**config.mk**
```make
export PLATFORM = sky130hd
export DESIGN_NAME = d_hazard_unit
export DESIGN_NICKNAME = d
export VERILOG_FILES = /design/src/rtl/d_hazard_unit_pkg.sv /design/src/rtl/d_hazard_unit_hazard_src_match.sv /design/src/rtl/d_hazard_unit.sv
export SDC_FILE = /design/constraint.sdc
export NUM_CORES = 1
export LEC_CHECK = 0
export BUFFER_PORTS_ARGS = -buffer_cell sky130_fd_sc_hd__buf_2
export CORE_MARGIN = 2
export CORE_UTILIZATION = 41
export CTS_BUF_LIST = sky130_fd_sc_hd__clkbuf_2 sky130_fd_sc_hd__clkbuf_4 sky130_fd_sc_hd__clkbuf_8
export CTS_CLUSTER_DIAMETER = 150
export CTS_CLUSTER_SIZE = 28
export DETAILED_ROUTE_END_ITERATION = 10
export MAX_ROUTING_LAYER = met4
export PLACE_DENSITY = 0.88
export SLEW_MARGIN = 20
export SYNTH_ARGS = -nofsm -noshare
export SYNTH_HDL_FRONTEND = slang
export SYNTH_SLANG_ARGS = --single-unit
```
**constraint.sdc**
```tcl
create_clock -name clk -period 1.4 [get_ports clk]
set_clock_uncertainty 0.05 [all_clocks]
set_input_delay 0.21 -clock clk [delete_from_list [all_inputs] [get_ports clk]]
set_output_delay 0.21 -clock clk [all_outputs]
set_load 0.02 [all_outputs]
```
**src/rtl/d_hazard_unit_pkg.sv**
```systemverilog
// Shared RISC-V opcode header (opcode[6:2] values and decode helpers) plus the
// scoreboard entry type used by the decode-stage hazard unit.
`ifndef RV_OPCODES_DEFINES
`define RV_OPCODES_DEFINES
`define OPC_LOAD_5   5'b00000
`define OPC_OP_IMM_5 5'b00100
`define OPC_AUIPC_5  5'b00101
`define OPC_STORE_5  5'b01000
`define OPC_OP_5     5'b01100
`define OPC_LUI_5    5'b01101
`define OPC_BRANCH_5 5'b11000
`define OPC_JALR_5   5'b11001
`define OPC_JAL_5    5'b11011

// Decode helpers; the argument must be a plain instruction signal name.
`define IS_WRITER(inst) ((inst[6:2] != `OPC_BRANCH_5) && (inst[6:2] != `OPC_STORE_5) && (inst[11:7] != 5'd0))
`define USES_RS1(inst)  ((inst[6:2] != `OPC_LUI_5) && (inst[6:2] != `OPC_AUIPC_5) && (inst[6:2] != `OPC_JAL_5))
`define USES_RS2(inst)  ((inst[6:2] == `OPC_OP_5) || (inst[6:2] == `OPC_BRANCH_5) || (inst[6:2] == `OPC_STORE_5))
`endif

package d_hazard_unit_pkg;

  localparam int MAX_NSTAGES = 6;

  typedef struct packed {
    logic       valid;
    logic [4:0] rd;
    logic       is_load;
  } sb_entry_t;

endpackage

```
**src/rtl/d_hazard_unit_hazard_src_match.sv**
```systemverilog
// Scans the scoreboard for the youngest in-flight writer of one source register
// and reports either a forwarding stage or that the value is not yet available.
module hazard_src_match
  import d_hazard_unit_pkg::*;
#(
  parameter int NSTAGES    = 2,
  parameter int ALU_READY  = 1,
  parameter int LOAD_READY = 2,
  parameter int SELW       = 2
) (
  input  logic [4:0]              src_i,
  input  logic                    use_i,
  input  sb_entry_t [NSTAGES-1:0] sb_i,
  output logic [SELW-1:0]         sel_o,
  output logic                    not_ready_o
);

  logic [SELW-1:0] hit_stage;
  logic            hit_load;

  always_comb begin
    // NOTE: every output of a combinational block gets a default first, so no path leaves it unassigned and infers a latch.
    hit_stage   = '0;
    hit_load    = 1'b0;
    sel_o       = '0;
    not_ready_o = 1'b0;

    // Walk oldest to youngest so the lowest-index match is the one kept.
    for (int k = NSTAGES; k >= 1; k--) begin
      if (sb_i[k-1].valid && (sb_i[k-1].rd == src_i)) begin
        hit_stage = SELW'(k);
        hit_load  = sb_i[k-1].is_load;
      end
    end

    if (use_i && (src_i != 5'd0) && (hit_stage != '0)) begin
      if (int'(hit_stage) >= (hit_load ? LOAD_READY : ALU_READY)) begin
        sel_o = hit_stage;
      end else begin
        not_ready_o = 1'b1;
      end
    end
  end

endmodule

```
**src/rtl/d_hazard_unit.sv**
```systemverilog
// Decode-stage hazard unit: in-flight destination scoreboard, per-source forwarding
// selects, load-use stall and a multi-cycle decode squash after a redirect.
module d_hazard_unit
  import d_hazard_unit_pkg::*;
#(
  parameter  int NSTAGES    = 2,
  parameter  int ALU_READY  = 1,
  parameter  int LOAD_READY = 2,
  parameter  int FLUSH_LEN  = 1,
  localparam int SELW       = $clog2(NSTAGES + 1)
) (
  input  logic               clk,
  input  logic               rst,
  input  logic               d_valid,
  input  logic [31:0]        d_inst,
  input  logic               redirect,
  input  logic               hold,
  output logic [SELW-1:0]    fwd_sel_rs1,
  output logic [SELW-1:0]    fwd_sel_rs2,
  output logic               stall,
  output logic               nop_sel,
  output logic [NSTAGES-1:0] sb_busy
);

  localparam int                CNT_W        = (FLUSH_LEN > 1) ? $clog2(FLUSH_LEN) : 1;
  localparam logic [CNT_W-1:0] FLUSH_RELOAD = CNT_W'(FLUSH_LEN - 1);

  sb_entry_t [NSTAGES-1:0] sb_q, sb_d;
  logic [CNT_W-1:0]        cnt_q, cnt_d;
  sb_entry_t               dec_entry;
  logic                    nr_rs1, nr_rs2;
  logic                    unused_inst_bits;

  // Funct fields and the compressed-size bits do not affect hazards.
  assign unused_inst_bits = ^{d_inst[31:25], d_inst[14:12], d_inst[1:0]};

  hazard_src_match #(
    .NSTAGES   (NSTAGES),
    .ALU_READY (ALU_READY),
    .LOAD_READY(LOAD_READY),
    .SELW      (SELW)
  ) u_match_rs1 (
    .src_i      (d_inst[19:15]),
    .use_i      (`USES_RS1(d_inst)),
    .sb_i       (sb_q),
    .sel_o      (fwd_sel_rs1),
    .not_ready_o(nr_rs1)
  );

  hazard_src_match #(
    .NSTAGES   (NSTAGES),
    .ALU_READY (ALU_READY),
    .LOAD_READY(LOAD_READY),
    .SELW      (SELW)
  ) u_match_rs2 (
    .src_i      (d_inst[24:20]),
    .use_i      (`USES_RS2(d_inst)),
    .sb_i       (sb_q),
    .sel_o      (fwd_sel_rs2),
    .not_ready_o(nr_rs2)
  );

  // A squashed decode slot never stalls: the redirect takes priority.
  assign nop_sel = redirect | (cnt_q != '0);
  assign stall   = ~nop_sel & (nr_rs1 | nr_rs2);

  always_comb begin
    dec_entry.valid   = d_valid & ~stall & ~nop_sel & `IS_WRITER(d_inst);
    dec_entry.rd      = d_inst[11:7];
    dec_entry.is_load = (d_inst[6:2] == `OPC_LOAD_5);

    sb_d[0] = dec_entry;
    for (int k = 1; k < NSTAGES; k++) begin
      sb_d[k] = sb_q[k-1];
    end

    // A redirect restarts the squash window rather than extending it.
    cnt_d = cnt_q;
    if (redirect) begin
      cnt_d = FLUSH_RELOAD;
    end else if (cnt_q != '0) begin
      cnt_d = cnt_q - CNT_W'(1);
    end
  end

  always_ff @(posedge clk) begin
    // NOTE: sequential state uses non-blocking assignments so every register samples pre-edge values.
    if (rst) begin
      // NOTE: the scoreboard is a handful of flops, not a RAM, so it is reset to make every valid bit defined.
      sb_q  <= '0;
      cnt_q <= '0;
    end else if (!hold) begin
      sb_q  <= sb_d;
      cnt_q <= cnt_d;
    end
  end

  always_comb begin
    sb_busy = '0;
    for (int k = 0; k < NSTAGES; k++) begin
      sb_busy[k] = sb_q[k].valid;
    end
  end

endmodule

```
==> impl_results.md <==
- # DRC: 0
- Final Max Tran Viols: 0
- GRT Residual Overflow: 0
- Detailed-route via count: roughly 1000
- Setup CP Type: flip-flop to primary output
- Max cap viols: 0
- RSZ-0062 raised after global routing: yes
- VDD IR max: approximately 0.53 mV
- R2R Setup Slk: -280 ps
- Setup TNS: -3220 ps
- Max clock buf depth: 2
- Mean Syn Cell Area: slightly below 9 um2
- Post-synth top area share: 0.304
- FF-to-FF Start: sb_d[8]$_SDFFE_PP0N_
- Critical path's slowest cell: dfxtp_2
- Final cell count without fillers: 185
- Mux contribution to synthesized area: 0.128
- Global-route wire length before repair: between 4000 and 5000 um
- WL per Instance: about 15 um
- Synth Area in Compound Gates: 0.0803
- Die X-Extent: ~50 um
- CTS tree: done
- PortBufs: 32
- DRT Pass-1 Iters: 4
- Number of synthesized flops with an enable pin: 0
- Hold crit path type: primary input to flip-flop
- Root Buffer: clkbuf_4
- Hold Violations, Final: 0
- Final WL: ~2800 um
- Startpoint types: flip-flop
- Largest net degree at the start of global routing: 12
- # rows: 16
- CTS sink cnt: 13
- Syn Nets: between 100 and 150
- Seq/Total Area, Yosys: 0.304
- CP Cell Sequence: xor2_1 > nor4_1 > nand3_1 > buf_6 > nand4_1 > nor2_1 > buf_4
- Mapped Cells: a little under 100
- Synth top area cells: dfxtp_1, xor2_1, mux2i_1
- Worst slack, placed: -323 ps
- Mapped Area: 857 um2
- Setup ws final: -655 ps
- Simple-gate share of the synthesized area: 0.242
- Failing checks: setup timing
- Leading area contributor after synthesis: dfxtp_1
- Crit path to: fwd_sel_rs1[1]
- Status: complete, but fails checks
- Final Cell Area: between 1000 and 1500 um2
- Placed inst area: roughly 1300 um2
- DRT antenna net count: 0
- Max Freq: 0.487 GHz
- Final min period: 2060 ps
- Pleak: about 0.66 nW
- Layout Nets: slightly below 200
- Starting DRT DRC Count: 18
- Post-synthesis register bit count: 13
- Vias in the first global route: approximately 980
- Reg2Reg Depth: 6
- Hold_sp: d_inst[11]
- Async S/R FF share, synth: 0
- TritonCTS Buffers: 3
- Crit share post-route: 1.47
- Layout cells sized above 1: 0.513
- Core footprint: 1960 um2
- Final HPWL DP: 2050 um
- Largest family of logic cells by synthesized area: simple AND/OR/NAND/NOR gates
- Yosys Warn Count: 0
- Vias per inst: between 5 and 6
- Post-Synth XOR/XNOR Area: 0.204
- Synth unique cells: 27
- Clk_lat worst skew: ~270 ps
- Placed cell count: about 180
- Power density over the cells: 644 nW/um2
- Slowest Stage Delay on Critical Path: between 300 and 400 ps
- Ant diodes: 0
- Synth Area in Adders: 0
- Worst slew margin: 0.679
- Critical Path RT: between 1000 and 1500 ps
- Worst-path fanout max: 3
- Initial antenna violation count: 0
- H-tree depth: 1
- Crit path DAT: around 1800 ps
- Clock slew at reported path FFs: approximately 80 ps
- Ys flop type: dfxtp_1
- Worst setup EP type: primary output
- Most frequent cells in the layout: buf_2, buf_4, xor2_1
- Final setup viols: 6
- R2R Path End: sb_busy[0]$_SDFFE_PP0N_
- Ports: between 40 and 50
- Crit path from: sb_d[8]$_SDFFE_PP0N_
- Total GRT Usage: 0.232
- Initial core utilization: 0.437
- Die Ht: a little under 50 um
- Area growth, synth to finish: 62.3%
- Worst Tran Pin Value: 476 ps
- Die Area: 2470 um2
- Placer Congestion: just over 0.8
==> how the worst min path moves through the flow <==
stage,end,cells past startpoint
2_1_floorplan,sb_d[7]$_SDFFE_PP0N_,1
3_3_place_gp,sb_d[9]$_SDFFE_PP0N_,3
3_5_place_dp,sb_d[12]$_SDFFE_PP0N_,3
4_1_cts,sb_d[12]$_SDFFE_PP0N_,3
5_1_grt,sb_d[9]$_SDFFE_PP0N_,3
6_report,sb_d[12]$_SDFFE_PP0N_,3
==> metal layers <==
layer  GRT usage  wire, um  share of wire
met2       0.418      1580           0.56
met4       0.130        74          0.026
met5           -         0              0
met1       0.236      1070           0.38
met3      0.0394       117          0.041
==> cell families after synthesis <==
| logic type | Yosys count |
|---|---|
| AOI/OAI and AO/OA | 10 |
| xor gates and xnor gates | 20 |
| buffers and inverters | 6 |
| DFF | 13 |
| muxes | 11 |
| and+or+nand+nor | 39 |
==> power breakdown <==
group | switching [mW] | internal (mW)
combinational | 0.117 | 0.125
clock | 0.121 | 0.130
sequential | 0.0158 | 0.387
==> layout make-up <==
| class | instances | area (um2) |
|---|---|---|
| clock buffers | 4 | 30.0 |
| flip-flops and latches | 13 | 267 |
| multi-input cells | 80 | 644 |
| repair buffers | 61 | 417 |
| well taps | 27 | 33.8 |
| fillers | 159 | 571 |
==> what timing repair did <==
item	4_1_cts	5_1_grt
pin swaps	9	2
endpoints found under the setup margin	6	6
hold buffers	0	0
gates resized for setup	10	11
buffers inserted	2	0
==> critical path, delay by kind of cell (launching register included) <==
kind          cells  cell delay (ps)
simple gates      4              680
buf+inv           2              330
flops             1              350
xor+xnor          1              160
==> stage by stage <==
step | hold WS [ps] | total power [mW] | util
finish | 126 | 0.896 | 0.709
global route | 143 | 0.947 | 0.709
CTS | 122 | 0.894 | 0.679
detailed placement | 417 | 0.635 | 0.640
global placement | 402 | 0.625 | 0.640
floorplan | 229 | 0.510 | -
==> cells in the mapped netlist (2+ instances only) <==
master / number
a21oi_1: 2
o21ai_0: 3
xnor2_1: 4
xor2_1: 16
nor4_1: 4
nor3b_1: 2
nand3_1: 3
nand2_1: 3
buf_4: 3
or4_1: 2
nor3_1: 5
nor2_1: 14
clkbuf_1: 2
mux2i_1: 11
dfxtp_1: 13
==> flip-flops by register name, summed over array words and instances, names as in the netlist <==
register,flops
sb_q,5
sb_busy,2
sb_d,6
Power figures use the tool's default switching activity.
